$ cat src/rtl/mod_counter_pkg.sv
// Shared constants, FSM state type and helpers for the mod-38 counter load controller.
package mod_counter_pkg;

  localparam int unsigned W   = 6;
  localparam int unsigned MOD = 38;
  localparam int unsigned IdW = 3;

  typedef enum logic [1:0] {
    StIdle,
    StLoad,
    StCheck,
    StGuard
  } state_e;

  // Round-robin successor of a grant index, wrapping at n requesters.
  function automatic logic [IdW-1:0] rr_next(input logic [IdW-1:0] g, input int unsigned n);
    if (32'(g) + 32'd1 >= n) begin
      return '0;
    end
    return g + 3'd1;
  endfunction

endpackage

$ cat src/rtl/mod_counter_load_ctrl_rr_arbiter.sv
// Combinational round-robin pick: first set request at or above ptr, wrapping.
module rr_arbiter
  import mod_counter_pkg::*;
#(
  parameter int unsigned NREQ = 4
) (
  input  logic [NREQ-1:0] req,
  input  logic [IdW-1:0]  ptr,
  output logic [IdW-1:0]  grant,
  output logic            valid
);

  int unsigned idx;

  always_comb begin
    grant = '0;
    valid = 1'b0;
    idx   = 0;
    for (int unsigned off = 0; off < NREQ; off++) begin
      idx = (32'(ptr) + off) % NREQ;
      if (!valid && req[idx]) begin
        grant = IdW'(idx);
        valid = 1'b1;
      end
    end
  end

endmodule

$ cat src/rtl/mod_counter_load_ctrl.sv
// Arbitrates NREQ requesters onto the mod-38 counter load port with range check and guard time.
// Optional readback check of dout enabled by defining LOAD_VERIFY_EN.
module mod_counter_load_ctrl #(
  parameter int unsigned NREQ        = 4,
  parameter int unsigned W           = mod_counter_pkg::W,
  parameter int unsigned MOD         = mod_counter_pkg::MOD,
  parameter int unsigned HOLD_CYCLES = 4
) (
  input  logic            clk,
  input  logic            rst,
  input  logic [NREQ-1:0] req,
  input  logic [NREQ*W-1:0] req_data,
  output logic [NREQ-1:0] ack,
  output logic [NREQ-1:0] err,
  output logic            load,
  output logic [W-1:0]    data,
  input  logic [W-1:0]    dout,
  output logic            busy,
  output logic [2:0]      grant_id,
  output logic            verify_err
);

  import mod_counter_pkg::*;

  localparam int unsigned HW = (HOLD_CYCLES > 1) ? $clog2(HOLD_CYCLES) : 1;
  localparam logic [HW-1:0] HoldInit = (HOLD_CYCLES > 0) ? HW'(HOLD_CYCLES - 1) : '0;
  localparam logic [NREQ-1:0] OneHot0 = NREQ'(1);

  state_e          state_q;
  logic [IdW-1:0]  ptr_q;
  logic [IdW-1:0]  grant_q;
  logic [W-1:0]    data_q;
  logic            load_q;
  logic [NREQ-1:0] ack_q;
  logic [NREQ-1:0] err_q;
  logic [HW-1:0]   hold_q;

  logic [IdW-1:0]  arb_grant;
  logic            arb_valid;
  logic [W-1:0]    sel_data;
  logic            sel_ok;

  rr_arbiter #(
    .NREQ (NREQ)
  ) u_arb (
    .req   (req),
    .ptr   (ptr_q),
    .grant (arb_grant),
    .valid (arb_valid)
  );

  assign sel_data = req_data[32'(arb_grant)*W +: W];
  assign sel_ok   = 32'(sel_data) < MOD;

  always_ff @(posedge clk) begin
    if (rst) begin
      state_q <= StIdle;
      ptr_q   <= '0;
      grant_q <= '0;
      data_q  <= '0;
      load_q  <= 1'b0;
      ack_q   <= '0;
      err_q   <= '0;
      hold_q  <= '0;
    end else begin
      load_q <= 1'b0;
      ack_q  <= '0;
      err_q  <= '0;
      unique case (state_q)
        StIdle: begin
          if (arb_valid) begin
            grant_q <= arb_grant;
            data_q  <= sel_data;
            ptr_q   <= rr_next(arb_grant, NREQ);
            if (sel_ok) begin
              state_q <= StLoad;
              load_q  <= 1'b1;
            end else begin
              err_q <= OneHot0 << arb_grant;
            end
          end
        end
        StLoad: begin
          state_q <= StCheck;
          ack_q   <= OneHot0 << grant_q;
        end
        StCheck: begin
          if (HOLD_CYCLES > 0) begin
            state_q <= StGuard;
            hold_q  <= HoldInit;
          end else begin
            state_q <= StIdle;
          end
        end
        StGuard: begin
          if (hold_q == '0) begin
            state_q <= StIdle;
          end else begin
            hold_q <= hold_q - 1'b1;
          end
        end
        default: state_q <= StIdle;
      endcase
    end
  end

`ifdef LOAD_VERIFY_EN
  logic verify_err_q;

  // The counter took the preset at the LOAD->CHECK edge, so dout must equal it during CHECK.
  always_ff @(posedge clk) begin
    if (rst) begin
      verify_err_q <= 1'b0;
    end else if (state_q == StCheck && dout != data_q) begin
      verify_err_q <= 1'b1;
    end
  end

  assign verify_err = verify_err_q;
`else
  logic unused_dout;
  assign unused_dout = ^dout;
  assign verify_err  = 1'b0;
`endif

  assign load     = load_q;
  assign data     = data_q;
  assign ack      = ack_q;
  assign err      = err_q;
  assign grant_id = grant_q;
  assign busy     = (state_q != StIdle);

endmodule

$ cat config.mk
export PLATFORM = sky130hd
export DESIGN_NAME = mod_counter_load_ctrl
export DESIGN_NICKNAME = d
export VERILOG_FILES = /design/src/rtl/mod_counter_pkg.sv /design/src/rtl/mod_counter_load_ctrl_rr_arbiter.sv /design/src/rtl/mod_counter_load_ctrl.sv
export SDC_FILE = /design/constraint.sdc
export NUM_CORES = 1
export LEC_CHECK = 0
export ABC_AREA = 1
export CAP_MARGIN = 10
export CORE_MARGIN = 1.5
export CORE_UTILIZATION = 45
export CTS_CLUSTER_SIZE = 40
export DETAILED_ROUTE_END_ITERATION = 8
export PLACE_DENSITY = 0.89
export SLEW_MARGIN = 20
export SYNTH_ARGS = -nofsm -noshare
export SYNTH_HDL_FRONTEND = slang
export SYNTH_SLANG_ARGS = --single-unit
$ cat constraint.sdc
create_clock -name clk -period 2.1 [get_ports clk]
set_input_delay 0.315 -clock clk [delete_from_list [all_inputs] [get_ports clk]]
set_output_delay 0.315 -clock clk [all_outputs]
set_load 0.05 [all_outputs]
After elaboration in Yosys (flattened, before gate mapping)
Cells that the tools add are included.
{"block": "totals", "reg_bits": 24, "input_bits": 36, "out_inout_bits": 20, "word_cells": 79}
{"block": "op_classes", "n_addsub": 6, "multipliers": 1, "magnitude_cmp": 6, "n_eq_ne": 7, "n_shift": 3, "muxes": 29, "n_bitwise": 3, "n_reduce_logical": 16}
{"operator": "$shiftx 24x7->6", "n": 1}
{"operator": "$mux 2", "n": 7}
{"operator": "$mux 1", "n": 13}
{"operator": "$lt 2x3->1 const B", "n": 4}
{"operator": "$mux 3", "n": 3}
{"operator": "$bmux 1 s2", "n": 4}
{"operator": "$ne 2x2->1 const B", "n": 4}
{"operator": "$pmux 2 s4", "n": 1}
{"operator": "$shl 1x3->4 const A", "n": 2}
{"operator": "$lt 6x6->1 const B", "n": 1}
{"operator": "$mul 3x2->5 const B", "n": 1}
{"operator": "$add 2x1->2 const B", "n": 2}
{"operator": "$add 2x2->2 const B", "n": 2}
{"operator": "$add 3x1->4 const B", "n": 1}
{"operator": "$eq 2x2->1 const B", "n": 2}
{"operator": "$ge 4x3->1 const B", "n": 1}
{"operator": "$logic_not 2->1", "n": 2}
{"operator": "$pmux 2 s2", "n": 1}
{"operator": "$reduce_and 2->1", "n": 2}
{"operator": "$reduce_bool 2->1", "n": 2}
{"operator": "$reduce_or 4->1", "n": 1}
{"operator": "$logic_and 1x1->1", "n": 3}
{"operator": "$logic_not 1->1", "n": 3}
{"operator": "$not 1->1", "n": 3}
{"operator": "other kinds (5)", "n": 5}

Longest topological paths before layout
Gate-level depths: netlist (run 1).
{"block": "depth", "depth_word": 19, "depth_mapped": 20, "ltp_nobuf": 19}

Hierarchy
A second synthesis (run 1) with hierarchy kept.
{"block": "hier_totals", "hier_cells": 234, "hier_area_um2": 1630.3}
{"mod": "mod_counter_load_ctrl", "instances": 1, "cells_each": 173, "area_per_inst_um2": 1300.0, "seq_area_each_um2": 500.5}
{"mod": "rr_arbiter", "instances": 1, "cells_each": 61, "area_per_inst_um2": 330.3, "seq_area_each_um2": 0.0}

Least setup slack after synthesis (run 1)
Ideal clock, no wire load.
{"block": "synth_timing", "path_type": "reg2reg", "startpoint": "register ptr_q[0]", "endpoint": "register state_q[1]", "setup_time_ns": 0.110, "t_arrival_ns": 1.815, "required_ns": 1.990, "setup_slack_ns": 0.175, "stages_incl_launch_ff": 20, "path_buffers": 2, "synth_period_minus_slack_ns": 1.925, "path_cell_list": "dfxtp_1 buf_6 nand2_4 nand3_1 nand2_2 nor2_2 nand3_2 nand2_4 nand2_4 buf_8 nand2_2 nand3_1 nand2_1 nand2_1 nand2_2 nand3_2 nand3_2 nand2_1 inv_1 nor2_1"}
{"block": "synth_between", "elab_chain_cells": 17, "word_cells_on_any_way": 31, "cone_classes": "add/sub (3); mul (1); order compare (1); eq/ne (2); shift (1); mux (16); reduce/logical (7)"}
{"element": "start, declared", "line_no": "mod_counter_load_ctrl.sv:30", "source": "logic [IdW-1:0] ptr_q;"}
{"element": "start signal, assigned", "line_no": "mod_counter_load_ctrl.sv:74", "source": "ptr_q <= rr_next(arb_grant, NREQ);"}
{"element": "parallel branches: the longest is 16 deep, another holds $mul 3x2->5"}
{"element": "$reduce_and 3->1 (no line) *"}
{"element": "end signal, assigned", "line_no": "mod_counter_load_ctrl.sv:57", "source": "state_q <= StIdle;"}
{"element": "end signal, assigned", "line_no": "mod_counter_load_ctrl.sv:76", "source": "state_q <= StLoad;"}
{"element": "end signal, assigned", "line_no": "mod_counter_load_ctrl.sv:84", "source": "state_q <= StCheck;"}
{"element": "end, declared", "line_no": "mod_counter_load_ctrl.sv:29", "source": "state_e state_q;"}
Mark *: on every way between the ends. The select of a mux whose other input is x is not followed.
A chain may end at the register's enable or synchronous reset.

Worst setup path in the final report (run 1)
{"block": "layout_timing", "startpoint": "register ptr_q[0]", "endpoint": "register data_q[1], in the netlist data[1]"}
{"block": "layout_between", "elab_chain_cells": 14, "word_cells_on_any_way": 28, "cone_classes": "add/sub (3); mul (1); shift (1); mux (16); reduce/logical (7)"}
{"element": "parallel branches: the longest is 14 deep, another holds $mul 3x2->5"}
{"element": "end signal, assigned", "line_no": "mod_counter_load_ctrl.sv:73", "source": "data_q <= sel_data;"}
{"element": "end, declared", "line_no": "mod_counter_load_ctrl.sv:32", "source": "logic [W-1:0] data_q;"}
Several ways; the timed one is not identified. The select of a mux whose other input is x is not followed.

==> results of run 1 <==
-- metal layers --
metal | vias to the layer above | part of all wire, % | global-route usage, %
met4 | 0 | 2.5 | 8.06
met1 | 849 | 41 | 24.0
met3 | 18 | 7.9 | 4.71
met5 | - | 0 | 0
li1 | 896 | - | -
met2 | 99 | 49 | 40.6
-- cell type report --
cell class,instances,area (um^2),area share (%)
inverters,43,166,6.63
flip-flops and latches,23,468,18.7
repair buffers,75,709,28.3
multi-input cells,169,1080,43.0
clock inverters,1,5.00,0.200
clock buffers,3,22.5,0.898
well taps,46,57.6,2.29
-- power by group --
group	switching, mW	internal (mW)	total [mW]	leakage, nW
Combinational	2.07	1.44	3.50	1.01
Clock	0.134	0.0713	0.205	0.0177
Sequential	0.0802	0.581	0.661	0.190
-- worst max path at each step --
stage,cells past startpoint,end,startpoint,slack [ps]
after CTS,18,err[0],ptr_q[1],0.05
after global placement,15,err[1],req[0],-290
final,15,data[1],ptr_q[0],-150
after global routing,15,data[1],ptr_q[0],-270
after detailed placement,19,state_q[1],req[0],-390
after floorplan,19,state_q[1],ptr_q[0],170
-- stage by stage --
| step | hold WS (ps) | area [um^2] | setup WS, ps |
|---|---|---|---|
| after detailed placement | 455 | 2190 | -393 |
| after floorplan | 498 | 1580 | 175 |
| final | 481 | 2510 | -150 |
| after CTS | 483 | 2380 | 0.0508 |
| after global placement | 439 | 2190 | -293 |
| after global routing | 537 | 2510 | -265 |
-- cells in the final DEF (no fill, tap or decap), types with 9 or more instances in the layout --
cell type,netlist,routed
buf_4,2,24
clkdlybuf4s50_1,0,42
dfxtp_1,23,21
inv_1,38,35
nand2_1,49,38
nand2_2,14,21
nand2_4,5,9
nand3_1,18,16
nor2_1,30,27
-- cell families after synthesis --
group | count (synthesis) | synth area share (%)
AOI/OAI and AO/OA | 27 | 10.8
xor gates and xnor gates | 1 | 0.557
adders and majority gates | 5 | 3.97
buffers and inverters | 49 | 13.4
DFF | 23 | 29.3
other | 1 | 0.238
and+or+nand+nor | 132 | 41.8
-- worst max-delay path: stages, from the launching register on --
cell and delay [ps]:
dfxtp_4 390, buf_12 140, nand2_4 90, nand3_4 90, nand2_4 130, inv_4 60, a21oi_4 230, nand2_8 110
nand2_4 130, nand2_2 50, nand3_1 80, nand2_2 80, buf_4 130, buf_4 120, o21ai_0 210, inv_1 100
-- sequential cells by signal, summed over array words and instances, names as in the netlist --
| name | flops |
|---|---|
| ack | 4 |
| data | 6 |
| err | 4 |
| grant_id | 2 |
| hold_q | 2 |
| load | 1 |
| ptr_q | 2 |
| state_q | 2 |
-- repair_timing --
action | in CTS | in global routing
gates cloned | 2 | 0
hold buffers | 0 | 0
pin swaps | 20 | 18
endpoints found under the setup margin | 5 | 14
gates resized for setup | 28 | 29
setup buffers | 8 | 4
==> impl_results.md, run 1 <==
- Worst R2R Start: ptr_q[0]
- Largest cells by area after synthesis: dfxtp_1 (29%), nand2_1 (12%), inv_1 (9.1%)
- Pleak: between 1 and 1.5 nW
- Skew final: about 1.6 ps
- Main synth FF type: dfxtp_1
- Area grow syn2layout: 59.4%
- Post-synth top area cell: dfxtp_1
- Total power: around 4.4 mW
- Commonest cells post-synth: nand2_1 (49), inv_1 (38), nor2_1 (30)
- Fmax achieved: about 0.44 GHz
- First-pass GRT wire length: 6960 um
- Relative slew margins: 66.1%
- Worst skew pair latency: between 300 and 400 ps
- Violated checks: negative setup slack
- Initial core utilization: between 40% and 50%
- Layout cells sized above 1: 30.3%
- Min-delay src: grant_id[0]
- Crit Path Max Fanout: 9
- Tot GR Track Use: between 20% and 30%
- Sequential-to-total area share from yosys stat: approximately 29%
- Avg WL per Cell: between 10 and 15 um
- Max Slew Vio Count: 0
- Most frequent cell after synthesis: nand2_1
- Cell Area, Synth: 1570 um^2
- Crit end category: flop
- Hold path depth: 1
- Status: complete, but fails checks
- Final setup vio count: 8
- Post-Syn Area per Cell: between 6 and 7 um^2
- Worst setup path class: reg -> reg
- Worst Hold End: ack[0]
- CP required: between 2000 and 2500 ps
- IO buf count: 47
- Drt pass-1 iters: 4
- Final WS setup: -150 ps
- Flops & latches, synth: 23
- Syn Inst Count: ~240
- Final min period: 2250 ps
- Clock root buffer: clkbuf_4
- CTS tree: built
- Die height: around 62 um
- Asr flop ratio synth: 0%
- GP Congestion: 0.858
- Fin nets: roughly 360
- EDFF count, synth: 0
- Largest net degree at the start of global routing: 14
- Antenna violations before repair: 0
- Fin crit share: 107%
- Layout fillers: about 220
- Clock transition at path regs: about 120 ps
- DRC: 0
- Detailed Route WL: between 4000 and 5000 um
- H-tree levels: 1
- Post-route ant nets: 0
- RSZ-0062 raised after global routing: true
- Clock buffer count from CTS: 3
- Via density: 5.17
- PD cells: about 1700 nW/um^2
- Max VDD drop: 0.00112 V
- Maximum clock path buffer count: 2
- CP startpoint kind: flop
- Final std cells w/o fill: 360
- Total number of vias: 1,862
- Total Die Area: slightly below 4000 um^2
- WP data arrival: ~2500 ps
- Unique cell type count in the Yosys netlist: 29
- Yosys top cell area share: between 20% and 30%
- Horiz. Die Dim: between 60 and 70 um
- Overflow after GRT: 0
- Yosys warning count: 0
- Clock sinks: 23
- Rows: 21
- Core area: 3340 um^2
- Tightest Hold Check Type: reg -> reg
- Slew @ Worst Pin: 506 ps
- 1st-iter DRT viols: 99
- I/O pins: 56
- Final hold vios: 0
- Reg-to-reg endpoint: data[1]
- R2R setup slack: -150 ps
- Max cap viols: 0
- HPWL Detailed: 2830 um
- Placed cells: roughly 340
- Final core area utilization: between 70% and 80%
- R2R cell count: 15
- Setup TNS: -724 ps
- Vias in the first global route: around 1,700
- Diodes inserted: 0
(Power assumes the default switching activity.)
==> run 2, diff against run 1 <==
- CORE_UTILIZATION: 45 -> 50
- CTS_BUF_LIST: not set -> sky130_fd_sc_hd__clkbuf_4 sky130_fd_sc_hd__clkbuf_8
- PLACE_DENSITY: 0.89 -> 0.95
- SETUP_SLACK_MARGIN: not set -> 0.1
- clock period: 2.1 -> 2.75 ns (I/O delays scaled with it)
==> run 2 against run 1 <==
Effect of this change:
- the flow now finishes without violations
- via count is 14% lower
- critical endpoint is now err[3]
- final area is 16% lower
- first-iteration DRC count is 62% lower
- highest routed layer unchanged
- worst hold slack worse by 5.5 ps
- sequential share of layout area is 3.3 points higher
- register-to-register slack better by 540 ps
- routed wire length is 26% lower
- critical path depth is 2 higher
==> impl_results.md, run 2 (synthesized netlist as in run 1, its figures left out) <==
- Status: completed (was complete, but fails checks)
- Rows: 20 (was 21)
- Worst skew pair latency: 310 ps (about the same)
- RSZ-0062 raised after global routing: false (was true)
- Fin nets: 328 (was 356)
- Pleak: 1.03 nW (was 1.22 nW)
- Setup Fix Bufs, Post-CTS: 0 (was 8)
- Area grow syn2layout: 33.4% (was 59.4%)
- Relative slew margins: 66.6% (was 66.1%)
- Clock sinks: 23 (unchanged)
- Clock buffer count from CTS: 3 (unchanged)
- Fmax achieved: 0.423 GHz (was 0.444 GHz)
- Total number of vias: 1,603 (was 1,862)
- Layout fillers: 255 (was 221)
- PD cells: 1160 nW/um^2 (was 1740 nW/um^2)
- Detailed Route WL: 3440 um (was 4630 um)
- Setup TNS: 0 ps (was -724 ps)
- Skew final: 3.17 ps (was 1.60 ps)
- Most frequent cells in the layout: nand2_1 (49), clkdlybuf4s50_1 (47), inv_1 (38), nor2_1 (30), dfxtp_1 (23) (was clkdlybuf4s50_1 (42), nand2_1 (38), inv_1 (35), nor2_1 (27), buf_4 (24))
- Max VDD drop: 0.000672 V (was 0.00112 V)
- HPWL Detailed: 2870 um (was 2830 um)
- H-tree levels: 1 (unchanged)
- DRC: 0 (unchanged)
- Critical Path Max Stage Delay: 470 ps (was 390 ps)
- Commonest non-fill, non-tap cell in the layout: nand2_1 (was clkdlybuf4s50_1)
- CP Cell Sequence: buf_4 > nand2_4 > nand3_1 > nand2_2 > inv_2 > nand3_2 > nor2_1 > nor2_1 > nor2_4 > nand3_1 > nand2_1 > nand2_1 > nand2_2 > nand2_1 > nor2_2 > nand2_1 > nor2_1 (was buf_12 > nand2_4 > nand3_4 > nand2_4 > inv_4 > a21oi_4 > nand2_8 > nand2_4 > nand2_2 > nand3_1 > nand2_2 > buf_4 > buf_4 > o21ai_0 > inv_1)
- First-pass GRT wire length: 5910 um (was 6960 um)
- Horiz. Die Dim: 59.1 um (was 62.1 um)
- Final setup vio count: 0 (was 8)
- Critical path's slowest cell: dfxtp_1 (was dfxtp_4)
- Min-delay src: grant_id[0] (unchanged)
- Antenna violations before repair: 0 (unchanged)
- Final min period: 2360 ps (was 2250 ps)
- Worst R2R Start: ptr_q[0] (unchanged)
- Total Die Area: 3490 um^2 (was 3860 um^2)
- CP startpoint kind: flop (unchanged)
- Final hold vios: 0 (unchanged)
- CP startpoint: ptr_q[0] (unchanged)
- Drt pass-1 iters: 4 (unchanged)
- Hold path depth: 1 (unchanged)
- CP required: 3000 ps (was 2310 ps)
- Post-route ant nets: 0 (unchanged)
- Avg WL per Cell: 10.4 um (was 12.9 um)
- Max Slew Vio Count: 0 (unchanged)
- Core area: 3030 um^2 (was 3340 um^2)
- Diodes inserted: 0 (unchanged)
- Layout cells sized above 1: 15.0% (was 30.3%)
- Max FFs per register: 6 (unchanged)
- Slew @ Worst Pin: 499 ps (was 506 ps)
- Area of the multi-input gates: 907 um^2 (was 1080 um^2)
- Maximum clock path buffer count: 2 (unchanged)
- Tot GR Track Use: 21.6% (was 21.8%)
- Worst Hold End: ack[2] (was ack[0])
- R2R cell count: 17 (was 15)
- Largest net degree at the start of global routing: 18 (was 14)
- Clock transition at path regs: 130 ps (was 120 ps)
- Via density: 4.86 (was 5.17)
- IO buf count: 47 (unchanged)
- Vias in the first global route: 1,494 (was 1,708)
- Overflow after GRT: 0 (unchanged)
- Tightest Hold Check Type: reg -> reg (unchanged)
- GP Congestion: 0.877 (was 0.858)
- CTS tree: built (unchanged)
- CP bufs+invs: 2 (was 5)
- Crit end category: flop (unchanged)
- Initial core utilization: 52.0% (was 47.2%)
- 1st-iter DRT viols: 38 (was 99)
- Crit Path Max Fanout: 9 (unchanged)
- Die height: 59.1 um (was 62.1 um)
- WP data arrival: 2620 ps (was 2460 ps)
- FF+latch area: 460 um^2 (was 468 um^2)
- CTS Hold Bufs: 0 (unchanged)
- Post-CTS sizing: 0 (was 28)
- Max cap viols: 0 (unchanged)
- Worst setup path class: reg -> reg (unchanged)
- Most used cell, CP: nand2_1 (was nand2_4)
- R2R setup slack: 390 ps (was -150 ps)
- Clock root buffer: clkbuf_4 (unchanged)
- I/O pins: 56 (unchanged)
- Largest delay share family, worst path: simple AND/OR/NAND/NOR gates (unchanged)
- Hold WS: 475 ps (was 481 ps)
- Fin crit share: 85.9% (was 107%)
- Reg-to-reg endpoint: err[3] (was data[1])
run 2: changes by cell type in the layout (fill, tap and decap cells not counted), moves of 3 or more:
cell / change
buf_4: -22
buf_6: -3
clkdlybuf4s50_1: +5
dlygate4sd2_1: -4
inv_1: +3
nand2_1: +11
nand2_2: -7
nand2_4: -4
nand3_4: -4
nor2_1: +3
nor2_4: -3
o21ai_0: +7
o21ai_1: -6
run 2: routing by layer:
metal,vias up,global-route usage (%),routed length (um)
met5,-,0,0
met4,0,4.87,38
met3,4,4.37,205
met2,57,40.6,1740
met1,711,25.0,1460
li1,831,-,-
run 2: power breakdown:
group	switching, mW	total (mW)	internal (mW)
combinational	1.20	1.79	0.589
clock	0.102	0.157	0.0554
sequential	0.0607	0.498	0.438
total	1.36	2.45	1.08
run 2: metrics by stage:
stage          area, um^2  instances  utilization (%)  setup slack, ps  total power [mW]
2_1_floorplan        1580        239                -              824              1.90
3_3_place_gp         2070        326             68.3              196              2.22
3_5_place_dp         2070        326             68.3             90.7              2.29
4_1_cts              2100        330             69.3              407              2.45
5_1_grt              2100        330             69.3              129              2.66
6_report             2100        330             69.3              388              2.45
run 2: layout make-up:
type / count / share of cell area (%)
multi-input combinational: 167 / 43.2
tap: 44 / 2.62
timing repair buffer: 49 / 23.1
clock buffer: 3 / 1.07
inverter: 43 / 7.69
clock inverter: 1 / 0.358
sequential: 23 / 21.9
run 2: worst max-delay path by stage:
| stage | slack (ps) | cells past startpoint | endpoint |
|---|---|---|---|
| after floorplan | 820 | 19 | state_q[1] |
| after global placement | 200 | 19 | state_q[1] |
| after detailed placement | 90 | 19 | state_q[1] |
| after CTS | 410 | 4 | busy |
| after global routing | 130 | 15 | err[0] |
| final | 390 | 17 | err[3] |
==> run 3, diff against run 2 <==
- CORE_UTILIZATION: 50 -> 42
- PLACE_DENSITY: 0.95 -> 0.79
- clock period: 2.75 -> 1.9 ns (I/O delays scaled with it)
==> run 3 against run 2 <==
Effect of this change:
- the flow now finishes with violations (negative setup slack)
- worst setup slack lost 850 ps
- first-iteration DRC count grew to 4.4 times the previous value
- sequential power rose by 51%
- final area grew 35%
- global-route usage rose by 3.2 points
- power increased by 140%
- critical path depth is the same
- via count increased by 23%
- count of clock-buffer cells in the layout increased by 1
- combinational power grew to 2.7 times the previous value
- utilization up 8.4 points
- final cell count up 12%
- critical path type unchanged
- largest cell class unchanged
- largest power group unchanged
==> impl_results.md, run 3 (synthesized netlist as in run 1, its figures left out) <==
- Status: complete, but fails checks (was completed)
- Violated checks: negative setup slack
- Detailed Route WL: 5810 um (was 3440 um)
- GP Congestion: 0.924 (was 0.877)
- Max cap viols: 0 (unchanged)
- Clock transition at path regs: 80 ps (was 130 ps)
- First-pass GRT wire length: 8190 um (was 5910 um)
- Post-route ant nets: 0 (unchanged)
- I/O pins: 56 (unchanged)
- Placed cells: 348 (was 326)
- WP data arrival: 2570 ps (was 2620 ps)
- Fin nets: 363 (was 328)
- 1st-iter DRT viols: 167 (was 38)
- Worst skew pair latency: 280 ps (was 310 ps)
- Initial core utilization: 43.3% (was 52.0%)
- Sw Share: 53.1% (was 55.8%)
- Horiz. Die Dim: 64.2 um (was 59.1 um)
- Min-delay src: grant_id[0] (unchanged)
- Maximum clock path buffer count: 2 (unchanged)
- PD cells: 2070 nW/um^2 (was 1160 nW/um^2)
- Fmax achieved: 0.424 GHz (was 0.423 GHz)
- Final hold vios: 0 (unchanged)
- Max FFs per register: 6 (unchanged)
- Core area: 3630 um^2 (was 3030 um^2)
- Tightest Hold Check Type: reg -> reg (unchanged)
- P_int: 2.74 mW (was 1.08 mW)
- Max Slew Vio Count: 0 (unchanged)
- Commonest non-fill, non-tap cell in the layout: clkdlybuf4s50_1 (was nand2_1)
- Final std cells w/o fill: 369 (was 330)
- Setup TNS: -3970 ps (was 0 ps)
- Pleak: 1.32 nW (was 1.03 nW)
- Clock sinks: 23 (unchanged)
- Critical path's slowest cell: dfxtp_4 (was dfxtp_1)
- Area grow syn2layout: 79.4% (was 33.4%)
- Layout cells sized above 1: 41.4% (was 15.0%)
- Rows: 22 (was 20)
- IO buf count: 47 (unchanged)
- Sequential Power Share: 12.8% (was 20.4%)
- Diodes inserted: 0 (unchanged)
- Worst setup path class: reg -> reg (unchanged)
- Skew final: 3.52 ps (was 3.17 ps)
- Largest net degree at the start of global routing: 13 (was 18)
- CTS tree: built (unchanged)
- Critical Path Max Stage Delay: 410 ps (was 470 ps)
- Worst R2R Start: ptr_q[0] (unchanged)
- Net Sw Power: 3.11 mW (was 1.36 mW)
- CP Cell Sequence: inv_8 > nand2_2 > nand2_8 > o21ai_4 > buf_6 > inv_4 > nor2_4 > nor2_4 > nor2_4 > nand3_2 > nand2_2 > nand2_2 > nand2_4 > nand3_4 > nand4_1 > nand2_1 > nor2_1 (was buf_4 > nand2_4 > nand3_1 > nand2_2 > inv_2 > nand3_2 > nor2_1 > nor2_1 > nor2_4 > nand3_1 > nand2_1 > nand2_1 > nand2_2 > nand2_1 > nor2_2 > nand2_1 > nor2_1)
- Drt pass-1 iters: 6 (was 4)
- Avg WL per Cell: 15.8 um (was 10.4 um)
- Die height: 64.2 um (was 59.1 um)
- Tot GR Track Use: 24.9% (was 21.6%)
- Clock power frac: 5.6% (was 6.4%)
- Most frequent cells in the layout: clkdlybuf4s50_1 (42), inv_1 (33), nand2_2 (26), buf_4 (25), nand2_1 (24) (was nand2_1 (49), clkdlybuf4s50_1 (47), inv_1 (38), nor2_1 (30), dfxtp_1 (23))
- CP startpoint kind: flop (unchanged)
- Antenna violations before repair: 0 (unchanged)
- CP startpoint: ptr_q[0] (unchanged)
- HPWL Detailed: 3010 um (was 2870 um)
- Clock root buffer: clkbuf_8 (was clkbuf_4)
- H-tree levels: 1 (unchanged)
- Final core area utilization: 77.7% (was 69.3%)
- Layout fillers: 241 (was 255)
- Clock buffer count from CTS: 3 (unchanged)
- Relative slew margins: 66.8% (was 66.6%)
- Via density: 5.33 (was 4.86)
- CTS Hold Bufs: 0 (unchanged)
- CP required: 2110 ps (was 3000 ps)
- Total power: 5.85 mW (was 2.45 mW)
- Final setup vio count: 17 (was 0)
- Slew @ Worst Pin: 497 ps (was 499 ps)
- Vias in the first global route: 1,936 (was 1,494)
- Total Die Area: 4120 um^2 (was 3490 um^2)
- Overflow after GRT: 0 (unchanged)
- RSZ-0062 raised after global routing: true (was false)
- DRC: 0 (unchanged)
- Max VDD drop: 0.00117 V (was 0.000672 V)
- Crit end category: flop (unchanged)
- Final WS setup: -458 ps (was 388 ps)
- Fin crit share: 124% (was 85.9%)
- Final min period: 2360 ps (about the same)
- Crit Path Max Fanout: 9 (unchanged)
- Total number of vias: 1,965 (was 1,603)
- Comb pwr share: 81.6% (was 73.2%)
==> run 3: cell type report <==
type	instances	area (um^2)	share of cell area, %
Tap cell	48	60.1	2.13
Inverter	43	179	6.34
Sequential cell	23	468	16.6
Multi-Input combinational cell	170	1290	45.9
Timing Repair Buffer	81	773	27.4
Clock buffer	4	48.8	1.73
==> run 3: stage by stage <==
| step | worst slack, ps | hold slack (ps) | area (um^2) |
|---|---|---|---|
| 2_1_floorplan | 4.02 | 487 | 1600 |
| 3_3_place_gp | -531 | 445 | 2250 |
| 3_5_place_dp | -573 | 448 | 2250 |
| 4_1_cts | -176 | 465 | 2620 |
| 5_1_grt | -496 | 479 | 2820 |
| 6_report | -458 | 461 | 2820 |
==> run 3: metal layers <==
metal | up-vias | track usage, % | routed length [um]
li1 | 909 | - | -
met1 | 903 | 27.7 | 2150
met2 | 123 | 46.7 | 3020
met3 | 30 | 3.70 | 379
met4 | 0 | 9.84 | 261
met5 | - | 0 | 0
==> run 3: power groups by stage <==
stage | Sequential, mW | Combinational, mW | Clock [mW]
2_1_floorplan | 1.06 | 1.72 | 0
3_5_place_dp | 0.736 | 3.05 | 0
4_1_cts | 0.737 | 3.92 | 0.311
3_3_place_gp | 0.732 | 3.00 | 0
5_1_grt | 0.763 | 5.05 | 0.344
6_report | 0.750 | 4.78 | 0.329
==> run 3: timing repair <==
item	4_1_cts	5_1_grt
gates resized for setup	67	44
setup buffers	13	2
pin swaps	34	35
setup endpoints to repair	17	17
cloned	3	0
==> run 3: path summary, 6_finish.rpt <==
| kind | slack [ps] | cells past startpoint | end |
|---|---|---|---|
| setup / recovery | -460 | 17 | state_q[1] |
| hold / removal | 460 | 1 | ack[2] |
| setup reg to reg | -460 | 17 | state_q[1] |
| hold reg to reg | 460 | 1 | ack[2] |
==> run 3: worst max-delay path: cells and delay by family (launching register included) <==
kind	cells	cell delay, ps
AO/OA/AOI/OAI	1	210
buffers and inverters	3	240
flip-flops	1	410
AND/OR/NAND/NOR	13	1440
